`src/rtl/alu_pkg.sv`:
```
// Shared constants for the ALU issue controller: ALU codes, RISC-V encodings,
// FSM states and the decode bundle passed from the decoder to the issue FSM.
package alu_pkg;

  localparam int unsigned CTRL_W = 4;
  localparam int unsigned CNT_W  = 4;

  localparam logic [CTRL_W-1:0] ALU_AND = 4'b0000;
  localparam logic [CTRL_W-1:0] ALU_OR  = 4'b0001;
  localparam logic [CTRL_W-1:0] ALU_ADD = 4'b0010;
  localparam logic [CTRL_W-1:0] ALU_SUB = 4'b0110;
  localparam logic [CTRL_W-1:0] ALU_SLT = 4'b0111;
  localparam logic [CTRL_W-1:0] ALU_MUL = 4'b1000;
  localparam logic [CTRL_W-1:0] ALU_DIV = 4'b1001;

  localparam logic [6:0] OPC_R = 7'b0110011;
  localparam logic [6:0] OPC_I = 7'b0010011;
  localparam logic [6:0] OPC_B = 7'b1100011;

  localparam logic [2:0] F3_ADD = 3'b000;
  localparam logic [2:0] F3_AND = 3'b111;
  localparam logic [2:0] F3_OR  = 3'b110;
  localparam logic [2:0] F3_SLT = 3'b010;
  localparam logic [2:0] F3_DIV = 3'b100;
  localparam logic [2:0] F3_BEQ = 3'b000;
  localparam logic [2:0] F3_BNE = 3'b001;

  localparam logic [6:0] F7_BASE   = 7'b0000000;
  localparam logic [6:0] F7_ALT    = 7'b0100000;
  localparam logic [6:0] F7_MULDIV = 7'b0000001;

  typedef enum logic [1:0] {
    ST_IDLE = 2'd0,
    ST_EXEC = 2'd1,
    ST_DONE = 2'd2
  } state_e;

  typedef struct packed {
    logic [CTRL_W-1:0] alu_control;
    logic              use_imm;
    logic              is_branch;
    logic              is_bne;
    logic              is_div;
    logic              illegal;
  } dec_t;

  // A legal decode with every qualifier cleared; callers set the flags they need.
  function automatic dec_t mk_dec(input logic [CTRL_W-1:0] ctrl);
    dec_t d;
    d             = '0;
    d.alu_control = ctrl;
    return d;
  endfunction

endpackage

```
`src/rtl/alu_op_decoder.sv`:
```
// Combinational opcode/funct3/funct7 decode into an ALU control code plus
// operand-select and special-case qualifiers.
module alu_op_decoder
  import alu_pkg::*;
(
  input  logic [6:0] opcode_i,
  input  logic [2:0] funct3_i,
  input  logic [6:0] funct7_i,
  output dec_t       dec_c
);

  always_comb begin
    dec_c         = '0;
    dec_c.illegal = 1'b1;
    case (opcode_i)
      OPC_R: begin
        case ({funct7_i, funct3_i})
          {F7_BASE, F3_ADD}:   dec_c = mk_dec(ALU_ADD);
          {F7_BASE, F3_AND}:   dec_c = mk_dec(ALU_AND);
          {F7_BASE, F3_OR}:    dec_c = mk_dec(ALU_OR);
          {F7_BASE, F3_SLT}:   dec_c = mk_dec(ALU_SLT);
          {F7_ALT, F3_ADD}:    dec_c = mk_dec(ALU_SUB);
          {F7_MULDIV, F3_ADD}: dec_c = mk_dec(ALU_MUL);
          {F7_MULDIV, F3_DIV}: begin
            dec_c        = mk_dec(ALU_DIV);
            dec_c.is_div = 1'b1;
          end
          default: ;
        endcase
      end
      // funct7 carries immediate bits here, so it plays no part in the decode
      OPC_I: begin
        case (funct3_i)
          F3_ADD:  dec_c = mk_dec(ALU_ADD);
          F3_AND:  dec_c = mk_dec(ALU_AND);
          F3_OR:   dec_c = mk_dec(ALU_OR);
          F3_SLT:  dec_c = mk_dec(ALU_SLT);
          default: ;
        endcase
        if (!dec_c.illegal) dec_c.use_imm = 1'b1;
      end
      OPC_B: begin
        if (funct3_i == F3_BEQ || funct3_i == F3_BNE) begin
          dec_c           = mk_dec(ALU_SUB);
          dec_c.is_branch = 1'b1;
          dec_c.is_bne    = (funct3_i == F3_BNE);
        end
      end
      default: ;
    endcase
  end

endmodule

```
`src/rtl/alu_issue_ctrl.sv`:
```
// Issues one decoded instruction at a time to a combinational ALU, waits a
// fixed settle time, and returns the captured result over valid/ready.
module alu_issue_ctrl
  import alu_pkg::*;
#(
  parameter int unsigned WIDTH   = 32,
  parameter int unsigned ALU_LAT = 1
) (
  input  logic              clk,
  input  logic              rst,
  input  logic              in_valid,
  output logic              in_ready,
  input  logic [6:0]        in_opcode,
  input  logic [2:0]        in_funct3,
  input  logic [6:0]        in_funct7,
  input  logic [WIDTH-1:0]  in_rs1_data,
  input  logic [WIDTH-1:0]  in_rs2_data,
  input  logic [WIDTH-1:0]  in_imm,
  output logic [WIDTH-1:0]  alu_src1,
  output logic [WIDTH-1:0]  alu_src2,
  output logic [CTRL_W-1:0] alu_control,
  input  logic [WIDTH-1:0]  alu_result,
  input  logic              alu_zero,
  output logic              out_valid,
  input  logic              out_ready,
  output logic [WIDTH-1:0]  out_result,
  output logic              out_zero,
  output logic              out_branch_taken,
  output logic              out_illegal,
  output logic              out_div_by_zero
);

  state_e             state_q, state_d;
  logic [CNT_W-1:0]   cnt_q, cnt_d;
  logic [WIDTH-1:0]   src1_q, src1_d, src2_q, src2_d;
  logic [CTRL_W-1:0]  ctrl_q, ctrl_d;
  logic               in_ready_q, in_ready_d;
  logic               out_valid_q, out_valid_d;
  logic [WIDTH-1:0]   result_q, result_d;
  logic               zero_q, zero_d;
  logic               taken_q, taken_d;
  logic               illegal_q, illegal_d;
  logic               div0_q, div0_d;
  logic               is_branch_q, is_branch_d;
  logic               is_bne_q, is_bne_d;

  dec_t               dec_c;
  logic               accept_c;
  logic               div0_c;

  alu_op_decoder u_dec (
    .opcode_i (in_opcode),
    .funct3_i (in_funct3),
    .funct7_i (in_funct7),
    .dec_c    (dec_c)
  );

  assign accept_c = in_valid && in_ready_q;
  assign div0_c   = dec_c.is_div && (in_rs2_data == '0);

  // Next-state and registered-output logic
  always_comb begin
    state_d     = state_q;
    cnt_d       = cnt_q;
    src1_d      = src1_q;
    src2_d      = src2_q;
    ctrl_d      = ctrl_q;
    result_d    = result_q;
    zero_d      = zero_q;
    taken_d     = taken_q;
    illegal_d   = illegal_q;
    div0_d      = div0_q;
    is_branch_d = is_branch_q;
    is_bne_d    = is_bne_q;

    case (state_q)
      ST_IDLE: begin
        if (accept_c) begin
          if (dec_c.illegal) begin
            state_d   = ST_DONE;
            result_d  = '0;
            zero_d    = 1'b0;
            taken_d   = 1'b0;
            illegal_d = 1'b1;
            div0_d    = 1'b0;
          end else if (div0_c) begin
            state_d   = ST_DONE;
            result_d  = '1;
            zero_d    = 1'b0;
            taken_d   = 1'b0;
            illegal_d = 1'b0;
            div0_d    = 1'b1;
          end else begin
            state_d     = ST_EXEC;
            src1_d      = in_rs1_data;
            src2_d      = dec_c.use_imm ? in_imm : in_rs2_data;
            ctrl_d      = dec_c.alu_control;
            is_branch_d = dec_c.is_branch;
            is_bne_d    = dec_c.is_bne;
            cnt_d       = CNT_W'(ALU_LAT - 1);
          end
        end
      end
      ST_EXEC: begin
        if (cnt_q == '0) begin
          state_d   = ST_DONE;
          result_d  = alu_result;
          zero_d    = alu_zero;
          taken_d   = is_branch_q & (alu_zero ^ is_bne_q);
          illegal_d = 1'b0;
          div0_d    = 1'b0;
        end else begin
          cnt_d = cnt_q - CNT_W'(1);
        end
      end
      ST_DONE: begin
        if (out_ready) state_d = ST_IDLE;
      end
      default: state_d = ST_IDLE;
    endcase

    in_ready_d  = (state_d == ST_IDLE);
    out_valid_d = (state_d == ST_DONE);
  end

  // State and output registers
  always_ff @(posedge clk) begin
    if (rst) begin
      state_q     <= ST_IDLE;
      cnt_q       <= '0;
      src1_q      <= '0;
      src2_q      <= '0;
      ctrl_q      <= '0;
      in_ready_q  <= 1'b0;
      out_valid_q <= 1'b0;
      result_q    <= '0;
      zero_q      <= 1'b0;
      taken_q     <= 1'b0;
      illegal_q   <= 1'b0;
      div0_q      <= 1'b0;
      is_branch_q <= 1'b0;
      is_bne_q    <= 1'b0;
    end else begin
      state_q     <= state_d;
      cnt_q       <= cnt_d;
      src1_q      <= src1_d;
      src2_q      <= src2_d;
      ctrl_q      <= ctrl_d;
      in_ready_q  <= in_ready_d;
      out_valid_q <= out_valid_d;
      result_q    <= result_d;
      zero_q      <= zero_d;
      taken_q     <= taken_d;
      illegal_q   <= illegal_d;
      div0_q      <= div0_d;
      is_branch_q <= is_branch_d;
      is_bne_q    <= is_bne_d;
    end
  end

  assign in_ready         = in_ready_q;
  assign alu_src1         = src1_q;
  assign alu_src2         = src2_q;
  assign alu_control      = ctrl_q;
  assign out_valid        = out_valid_q;
  assign out_result       = result_q;
  assign out_zero         = zero_q;
  assign out_branch_taken = taken_q;
  assign out_illegal      = illegal_q;
  assign out_div_by_zero  = div0_q;

endmodule
```
`config.mk`:
```
export PLATFORM = sky130hd
export DESIGN_NAME = alu_issue_ctrl
export DESIGN_NICKNAME = d
export VERILOG_FILES = /design/src/rtl/alu_pkg.sv /design/src/rtl/alu_op_decoder.sv /design/src/rtl/alu_issue_ctrl.sv
export SDC_FILE = /design/constraint.sdc
export NUM_CORES = 1
export LEC_CHECK = 0
export CAP_MARGIN = 10
export CORE_UTILIZATION = 35
export DETAILED_ROUTE_END_ITERATION = 8
export HOLD_SLACK_MARGIN = 0.06
export PLACE_DENSITY = 0.72
export SKIP_LAST_GASP = 1
export SLEW_MARGIN = 40
export SYNTH_ARGS = -nofsm -noshare
export SYNTH_HDL_FRONTEND = slang
export SYNTH_SLANG_ARGS = --single-unit
```
`constraint.sdc`:
```
create_clock -name clk -period 3.47 [get_ports clk]
set_input_delay 0.5205 -clock clk [delete_from_list [all_inputs] [get_ports clk]]
set_output_delay 0.5205 -clock clk [all_outputs]
set_load 0.05 [all_outputs]
```
Word level (Yosys, flattened, before mapping)
Index checks and enable logic that the tools add are counted.
- word-level logic and storage cells: 92
- bits in read-only memories: 0
- latch bits: 0
- input bits: 150
- memories: 0
- RAM bits: 0
- output and inout bits: 106
- flip-flop bits (word level): 114
- $lt $le $gt $ge: 0
- add/sub/neg operators: 1
- bitwise logic cells: 4
- reductions and logical operators: 13
- shifts and indexed selects: 0
- equality and inequality tests: 22
- divide/modulo/power cells: 0
- multiplexer cells: 38
- $mul: 0
- operator list (cell ; number):
    $mux 32 ; 5
    $pmux 32 s2 ; 1
    $pmux 9 s7 ; 1
    $logic_not 32->1 ; 1
    $pmux 8 s4 ; 1
    $pmux 9 s3 ; 1
    $eq 10x3->1 const B ; 2
    $eq 10x4->1 const B ; 2
    $mux 4 ; 4
    $mux 1 ; 12
    $eq 10x2->1 const B ; 1
    $eq 10x9->1 const B ; 1
    $logic_not 10->1 ; 1
    $mux 2 ; 5
    $ne 2x2->1 const B ; 5
    $mux 9 ; 1
    $mux 8 ; 1
    $pmux 1 s2 ; 4
    $pmux 4 s2 ; 1
    $reduce_and 4->1 ; 2
    $eq 7x5->1 const B ; 1
    $eq 7x6->1 const B ; 1
    $eq 7x7->1 const B ; 1
    $eq 3x3->1 const B ; 2
    17 further kinds ; 21

Logic depth before layout (Yosys ltp)
Gate-level depths: netlist of run 1.
- depth in word-level cells: 11
- depth in mapped cells: 9
- gate-level depth less buffers: 7

Hierarchy
A second synthesis of run 1 with hierarchy kept.
- cell total of the unflattened synthesis: 598
- area, all modules: 5560.3 um^2
- modules (own cells, without submodules) (module ; cells each ; sequential area each (um^2) ; instances ; area an instance (um^2)):
    alu_issue_ctrl ; 555 ; 2282.2 ; 1 ; 5258.8
    alu_op_decoder ; 43 ; 0.0 ; 1 ; 301.5

Least setup slack after synthesis of run 1
No wires, ideal clock.
- path type: input to register
- from: in in_funct3[2]
- to: reg src2_q[10] (netlist: alu_src2[10])
- path buffers: 2
- cell stages on the path: 7
- arrival time: 2.588 ns
- data required time: 3.324 ns
- library setup time: 0.146 ns
- path slack: 0.736 ns
- path through: buf_2 or2_1 a2111oi_2 buf_2 mux2_2 a2111oi_0 a211oi_2
- word-level cells in the longest chain between the ends: 6
- elaborated cells between the ends (all ways): 24
- classes of those cells: eq/ne: 10; mux: 7; bitwise: 2; reduce/logical: 5
- RTL lines (element ; RTL line ; RTL):
    from (decl) ; alu_issue_ctrl.sv:14 ; input logic [2:0] in_funct3,
    $eq 10x4->1 (tied with other cells) ; alu_op_decoder.sv:17 ; case ({funct7_i, funct3_i})
    $pmux 9 s7 (tied with other cells) ; alu_op_decoder.sv:17 ;
    $pmux 9 s3 (*) ; alu_op_decoder.sv:15 ; case (opcode_i)
    $logic_and 1x1->1 (tied with other cells) ; alu_issue_ctrl.sv:59 ; assign div0_c = dec_c.is_div && (in_rs2_data == '0);
    $not 1->1 (no source line) or $pmux 9 s3 (tied branches) ; -- ;
    $reduce_and 4->1 (no source line) or $mux 32 (tied branches) ; -- ;
    to (signal assigned) ; alu_issue_ctrl.sv:147 ; src2_q <= src2_d;
    to (decl) ; alu_issue_ctrl.sv:35 ; logic [WIDTH-1:0] src1_q, src1_d, src2_q, src2_d;
Mark *: on every way between the ends. The rest lies on a longest branch, timed or not. The select of a mux whose other input is x is not followed.
A chain may end at the register's enable or synchronous reset.

Worst setup path in the final report of run 1
- from: in in_funct3[2]
- to: reg src2_q[28] (netlist: alu_src2[28])
The elaborated chain is that of the path after synthesis.

==> run metrics, run 1 <==
Reg2Reg Depth=5; CTS buffer count=17; Worst Path Required=3.73 ns; vias post-DR=5,737; CP arrival=3.23 ns; Slew HR=50.2%; placed cell area=about 8600 um2; Clock Latency Late Sink=just over 0.4 ns; top cells by count, synth=dfxtp_1, nand2_1, inv_1, nor4_1, clkbuf_1; hold path start=alu_src2[16]$_SDFFE_PP0P_; Die X=130 um; CTS sink count=114; peak supply drop=~0.33 mV; global-route wire length before repair=~27,000 um; # DRC=0; Worst R2R Setup Slack=1.27 ns; ys async rst share=0%; initial antenna violation count=0; Worst Clk Skew=0.00543 ns; num rows=46; mean post-synth cell area=9.15 um2; CTS tree=done; final period utilization=85.6%; GRT Util Overall=20.0%; GPL Wtd Cong=around 0.86; Worst R2R Start=state_q[1]$_SDFF_PP0_; setup TNS=0 ns; pwr dens=396 nW/um2; Yosys reg bits=about 110; Syn. warnings=0; total wire length=roughly 17,000 um; Avg Vias per Cell=5.26; CTS H-tree depth=4; post-layout min period=between 2 and 3 ns; DRT iter0 DRCs=just over 300; final core occ=between 50% and 60%; f_max=0.337 GHz; Synth area leaders=dfxtp_1, a211oi_2, mux2_2; Worst Tran Pin Value=a little over 0.7 ns; unrepaired setup endpoints after global routing=false; Layout area overhead=58.5%; FILL cells=1,472; Detailed Place HPWL=about 12,000 um; die height=130 um; layout cell share with drive strength beyond 1=14.7%; largest net degree at the start of global routing=42; Leak=3.01 nW; post-cts resize count=0; io pins=256; DRT Pass-1 Iters=4; global route overflow=0; worst hold path type=flip-flop to flip-flop; Clock Tree Buf Depth=2; Routed Antenna Nets=0; CP Class=input pin to flip-flop; final hold vios=0; Root Buffer=clkbuf_16; Post-Syn Nets=781; library cells used by synthesis=59; Port-buffer cells=255; synthesized area=5760 um2; Worst setup EP type=flip-flop; Pins Over Slew Limit=0; postcts setup bufs=0; cell count after synthesis=630; Die ar.=between 15,000 and 20,000 um2; # nets final=~1,000; Max-Cap Viols=0; Starting Density=36.0%; prevailing post-synth register cell=dfxtp_1; Final setup viols=0; Yosys top cell by area=dfxtp_1; clk slew on worst S/H paths=~0.05 ns; critical path peak fanout=32; Seq/Total Area, Yosys=39.6%; vias in the first global route=5,322; hold endpoint=alu_src2[16]$_SDFFE_PP0P_; CTS hold repair buffers=0; Core Region=around 16,000 um2; Post-synth EDFFs=0; Diodes inserted=0; top-count cell post-synth=dfxtp_1; outcome=finished, final reports clean; Startpoint Class=input pin; fin area=between 9000 and 10,000 um2; Synth top area share=between 30 and 40%; WHS Path Cells=2; reg2reg end=alu_src2[7]$_SDFFE_PP0P_; WL/cell=16.0 um
cell type report:
type	instances	area, um2	share of cell area [%]
clock buffers	25	505	5.54
clock inverters	5	75.1	0.822
inverters	70	263	2.88
multi-input cells	381	2950	32.3
flip-flops and latches	114	2280	25.0
well taps	216	270	2.96
repair buffers	280	2790	30.5
cell families after synthesis:
kind of cell    Yosys count  share of synthesized area [%]
compound gates          166                           26.7
buf+inv                 135                           9.84
simple gates            178                           16.7
flops                   114                           39.6
xor+xnor                  1                          0.152
mux                      35                           6.80
fa+ha+maj                 1                          0.217
metal layers:
metal  wire length, um  up-vias  track usage (%)
met5                 0        -                0
met4               300        0             8.34
met3              1500       20             6.19
met2              8070      196             32.2
met1              7610     2687             24.8
li1                  -     2834                -
layout by cell type (no fill, tap or decap), types with 3 or more instances in the layout:
master | Yosys | layout
a2111oi_0 | 33 | 33
mux2_2 | 32 | 32
clkbuf_16 | 0 | 17
inv_1 | 69 | 69
buf_4 | 0 | 22
clkdlybuf4s50_1 | 0 | 254
or3_1 | 3 | 3
nand2_1 | 74 | 74
clkbuf_1 | 45 | 3
o21ai_1 | 3 | 3
nand2b_1 | 6 | 6
a21oi_1 | 7 | 6
and4_1 | 4 | 4
o21ai_0 | 5 | 5
a211oi_1 | 7 | 7
clkinv_2 | 0 | 3
nand4_1 | 3 | 3
a221oi_1 | 32 | 32
buf_12 | 0 | 4
a31o_1 | 34 | 34
nor2_1 | 6 | 6
nor4_1 | 47 | 47
nand3_1 | 5 | 5
a211oi_2 | 29 | 29
nor2b_1 | 4 | 3
nor3_1 | 7 | 7
clkbuf_8 | 0 | 5
dfxtp_1 | 114 | 114
how the worst max path moves through the flow:
stage,from,end
floorplan,in_funct3[2],alu_src2[10]$_SDFFE_PP0P_
global placement,in_funct3[2],alu_src2[28]$_SDFFE_PP0P_
detailed placement,in_funct3[2],alu_src2[28]$_SDFFE_PP0P_
CTS,in_funct3[2],alu_src2[28]$_SDFFE_PP0P_
global route,in_funct3[2],alu_src2[28]$_SDFFE_PP0P_
finish,in_funct3[2],alu_src2[28]$_SDFFE_PP0P_
through the flow:
stage / instances / setup WS, ns / hold WS [ns] / power [mW]
final: 1091 / 0.501 / 0.457 / 3.62
after global routing: 1091 / 0.371 / 0.480 / 3.76
after CTS: 1091 / 0.545 / 0.456 / 3.66
after detailed placement: 1061 / 0.109 / 0.448 / 1.94
after global placement: 1061 / 0.130 / 0.447 / 1.94
after floorplan: 630 / 0.736 / 0.447 / 1.65
power breakdown:
group          internal [mW]  total, mW  switching, mW  leakage [nW]
combinational          0.266      0.549          0.283          1.80
clock                   1.14       1.70          0.565         0.289
sequential              1.35       1.36         0.0177         0.923
flip-flops by register name, summed over array words and instances, names as in the netlist, 2 cells and up:
register,flops
cnt_q,4
alu_src2,32
alu_control,4
alu_src1,32
state_q,2
out_result,32
worst max-delay path, stage by stage:
cell and delay, ns:
clkdlybuf4s50_1 0.57, or2_1 0.38, a2111oi_4 0.43, buf_12 0.25, mux2_2 0.35, a2111oi_0 0.64, a211oi_2 0.08
Note: power is estimated with default switching activity, not from simulation.
==> inputs of run 2 (changes only) <==
- CORE_UTILIZATION: 35 -> 42
- PLACE_DENSITY: 0.72 -> 0.83
==> run 2 against run 1 <==
Compared with the run above:
- non-clock buffer count unchanged
- die area down 16%
- register-to-register slack about the same
==> run metrics, run 2 (synthesis gave the netlist of run 1 again) <==
outcome=finished, final reports clean; Pins Over Slew Limit=0; peak supply drop=between 0.2 and 0.3 mV; Clock Latency Late Sink=0.41 ns; WL/cell=16.8 um; Final setup viols=0; pwr dens=399 nW/um2; Reg2Reg Depth=7; Starting Density=43.3%; total wire length=17,700 um; CP arrival=3.29 ns; vias post-DR=5,836; hold slack=0.454 ns; Detailed Place HPWL=roughly 13,000 um; most common cell after layout, fill and taps aside=clkdlybuf4s50_1; Die ar.=14,200 um2; WHS Path Cells=2; CTS H-tree depth=4; num rows=42; Layout area overhead=57.3%; clock share of power=47.2%; Root Buffer=clkbuf_16; Sw Ratio=between 20% and 30%; CTS buffer count=17; layout cell share with drive strength beyond 1=15.3%; placed cell area=8470 um2; GPL Wtd Cong=0.926; vias in the first global route=5,652; unrepaired setup endpoints after global routing=false; DRT iter0 DRCs=416; Port-buffer cells=between 200 and 300; GRT Util Overall=25.3%; # nets final=1,015; f_max=0.340 GHz; Slew HR=51.7%; Leak=3.01 nW; Worst Clk Skew=roughly 0.0062 ns; commonest cells after routing, fill and taps aside=clkdlybuf4s50_1, dfxtp_1, nand2_1; final period utilization=84.6%; logic gate share of total power=15.2%; CTS sink count=114; slowest CP cell=or4b_1; global-route wire length before repair=~29,000 um; DRT Pass-1 Iters=5; CP Class=input pin to flip-flop; critical path peak fanout=27; NetSw=0.946 mW; Worst Path Required=3.82 ns; Avg Vias per Cell=5.54; Worst Tran Pin Value=0.722 ns; # DRC=0; Worst setup EP type=flip-flop; die height=119 um; Core Region=13,300 um2; fin area=between 9000 and 10,000 um2; postcts setup bufs=0; final hold vios=0; CTS tree=done; Diodes inserted=0; Pwr Total=around 3.6 mW; Routed Antenna Nets=0; Die X=119 um; maximum single-stage delay on the critical path=0.57 ns; worst hold path type=flip-flop to flip-flop; Reg power frac=a little under two fifths; setup TNS=0 ns; post-layout min period=around 2.9 ns; Startpoint Class=input pin; worst path cell trace=clkdlybuf4s50_1 > or4b_1 > nor4_2 > and4_1 > or3_1 > buf_4 > a31o_1; post-cts resize count=0; Clock Tree Buf Depth=2; largest net degree at the start of global routing=48; clk slew on worst S/H paths=around 0.050 ns; io pins=256; Max-Cap Viols=0; global route overflow=0; Internal=~2.7 mW; CTS hold repair buffers=0; initial antenna violation count=0
run 2: cell count changes in the layout (fill, tap and decap cells not counted):
cell / change
clkbuf_1: -3
clkinvlp_4: +1
buf_12: -2
clkinv_4: +4
inv_6: +4
clkbuf_8: -5
clkinv_2: +1
buf_4: +1
buf_6: +1
run 2: power by group through the flow:
stage	Sequential (mW)	Combinational (mW)	Clock [mW]
6_report	1.36	0.548	1.71
4_1_cts	1.36	0.547	1.73
2_1_floorplan	1.51	0.144	0
3_3_place_gp	1.39	0.542	0
5_1_grt	1.37	0.579	1.80
3_5_place_dp	1.39	0.545	0
run 2: worst paths after layout:
kind,start,endpoint,slack [ns]
worst min-delay path,alu_src2[1]$_SDFFE_PP0P_,alu_src2[1]$_SDFFE_PP0P_,0.45
worst max-delay path,in_funct7[2],alu_src1[29]$_SDFFE_PP0P_,0.53
worst min register to register,alu_src2[1]$_SDFFE_PP0P_,alu_src2[1]$_SDFFE_PP0P_,0.45
worst max register to register,cnt_q[0]$_SDFFE_PP0P_,out_result[5]$_SDFFE_PP0P_,1.26
run 2: metrics by stage:
| step | std cells | util (%) | worst slack, ns |
|---|---|---|---|
| final | 1053 | 68.2 | 0.533 |
| after global routing | 1053 | 68.2 | 0.354 |
| after CTS | 1052 | 68.1 | 0.579 |
| after detailed placement | 1020 | 63.7 | 0.139 |
| after global placement | 1020 | 63.7 | 0.182 |
| after floorplan | 630 | - | 0.736 |
run 2: critical path, delay by kind of cell:
| family | cells | cell delay (ns) |
|---|---|---|
| AO/OA/AOI/OAI | 1 | 0.20 |
| AND/OR/NAND/NOR | 4 | 1.70 |
| buffers and inverters | 2 | 0.86 |
run 2: area by class of cell:
class / count / area [um2]
Tap cell: 176 / 220
Clock buffer: 17 / 425
Multi-Input combinational cell: 381 / 2950
Timing Repair Buffer: 280 / 2770
Clock inverter: 15 / 158
Inverter: 70 / 263
Sequential cell: 114 / 2280
Fill cell: 1050 / 4230
run 2: per-layer routing:
| layer | wire length (um) | track usage, % | vias up | part of all wire (%) |
|---|---|---|---|---|
| li1 | - | - | 2839 | - |
| met5 | 0 | 0 | - | 0 |
| met3 | 1180 | 6.70 | 36 | 6.7 |
| met1 | 7560 | 32.0 | 2743 | 43 |
| met2 | 8440 | 40.4 | 218 | 48 |
| met4 | 550 | 11.0 | 0 | 3.1 |
==> inputs of run 3 (changes only) <==
- clock period: 3.47 -> 3 ns (I/O delays scaled with it)
==> run 3 against run 2 <==
Compared with the run above:
- power increased by 18%
- first-iteration DRC count decreased by 13%
- cell count increased by 2.5%
- register-to-register slack got worse by 0.29 ns
- sequential share of layout area decreased by 0.79 points
- count of clock-buffer cells in the layout increased by 5
- cell area increased by 3.2%
- core utilization increased by 2.2 points
- largest power group unchanged
==> run metrics, run 3 (synthesis gave the netlist of run 1 again) <==
global-route wire length before repair=29,100 um; clk slew on worst S/H paths=0.05 ns; num rows=42; final hold vios=0; outcome=finished, final reports clean; Detailed Place HPWL=12,300 um; Die X=119 um; Root Buffer=clkbuf_16; worst path cell trace=clkdlybuf4s50_1 > or2_1 > a2111oi_4 > buf_12 > mux2_2 > a2111oi_0 > buf_4 > a211oi_2; Final setup viols=0; fin cells=1,079; clock share of power=between 40% and 50%; final period utilization=90.3%; die height=119 um; CP arrival=slightly below 3 ns; Worst Tran Pin Value=0.768 ns; Core Region=13,300 um2; Clock Latency Late Sink=0.41 ns; post-cts resize count=0; Port-buffer cells=255; final core occ=a little over two thirds; layout cell share with drive strength beyond 1=17.7%; hold slack=0.451 ns; f_max=about 0.37 GHz; delay-heaviest family, CP=compound AO/OA/AOI/OAI gates; # DRC=0; Layout area overhead=62.4%; CTS hold repair buffers=0; pwr dens=454 nW/um2; CTS sink count=114; maximum single-stage delay on the critical path=0.47 ns; vias in the first global route=5,788; Worst Path Buf+Inv=3; Inst Count DP=1,048; Worst Path Required=3.26 ns; CTS buffer count=17; CP Class=input pin to flip-flop; critical path peak fanout=32; Worst Clk Skew=0.0100 ns; initial antenna violation count=0; peak supply drop=0.354 mV; Clock Tree Buf Depth=2; Slew HR=about half; GRT Util Overall=25.6%; postcts setup bufs=0; global route overflow=0; # nets final=1,042; Avg Vias per Cell=5.54; GPL Wtd Cong=0.895; Diodes inserted=0; worst hold path type=flip-flop to flip-flop; DRT iter0 DRCs=360; post-layout min period=2.71 ns; CTS H-tree depth=4; slowest CP cell=a2111oi_0; WL/cell=16.7 um; largest net degree at the start of global routing=80; DRT Pass-1 Iters=5; NetSw=1.05 mW; Internal=3.20 mW; total wire length=18,100 um; Routed Antenna Nets=0; Pins Over Slew Limit=0; Max-Cap Viols=0; logic gate share of total power=between 10% and 20%; io pins=approximately 260; vias post-DR=approximately 6,000; Die ar.=14,200 um2; Worst setup EP type=flip-flop; unrepaired setup endpoints after global routing=false; Leak=~3.2 nW; commonest cells after routing, fill and taps aside=clkdlybuf4s50_1, dfxtp_1, nand2_1; CTS tree=done; Starting Density=43.3%; Startpoint Class=input pin; setup TNS=0 ns; Sw Ratio=24.7%; most common cell after layout, fill and taps aside=clkdlybuf4s50_1; Reg power frac=a little under two fifths
[run 3: cell types whose count changed in the layout (fill, tap and decap cells not counted)]
cell,change
buf_4,+21
buf_12,+6
clkbuf_8,+5
inv_6,-4
clkinv_4,-3
clkinvlp_4,+1
[run 3: worst paths after layout]
check	startpoint	cells past startpoint	to	slack (ns)
hold reg to reg	alu_src2[1]$_SDFFE_PP0P_	2	alu_src2[1]$_SDFFE_PP0P_	0.45
hold / removal	alu_src2[1]$_SDFFE_PP0P_	2	alu_src2[1]$_SDFFE_PP0P_	0.45
setup / recovery	in_funct3[0]	8	alu_src2[7]$_SDFFE_PP0P_	0.29
setup reg to reg	cnt_q[0]$_SDFFE_PP0P_	8	out_result[11]$_SDFFE_PP0P_	0.97
[run 3: routing by layer]
layer / up-vias / global-route usage [%] / routed length, um
met1: 2849 / 31.9 / 7640
met3: 19 / 7.33 / 1250
met2: 231 / 42.3 / 8920
met5: - / 0 / 0
li1: 2884 / - / -
met4: 0 / 8.31 / 240
[run 3: power by group through the flow]
stage	Clock, mW	Sequential (mW)	Combinational (mW)
final	2.02	1.58	0.657
after global placement	0	1.61	0.649
after detailed placement	0	1.61	0.652
after CTS	2.05	1.58	0.657
after floorplan	0	1.74	0.167
after global routing	2.12	1.58	0.694
[run 3: area by class of cell]
class                   instances  area [um2]
clock buffers                  22         494
clock inverters                 9         104
fillers                      1012        3940
inverters                      70         263
multi-input cells             381        2950
flip-flops and latches        114        2280
well taps                     176         220
repair buffers                307        3040
[run 3: metrics by stage]
step	total power [mW]	setup slack [ns]	cell area, um2
6_report	4.25	0.291	9360
4_1_cts	4.29	0.298	9360
3_5_place_dp	2.26	-0.179	8760
2_1_floorplan	1.91	0.337	5760
3_3_place_gp	2.25	0.0150	8750
5_1_grt	4.40	0.158	9360
[run 3: tightest hold or removal path, cell delays in order, from the launching register on]
cell and delay (ns):
dfxtp_1 0.30, inv_1 0.04, a211oi_1 0.05
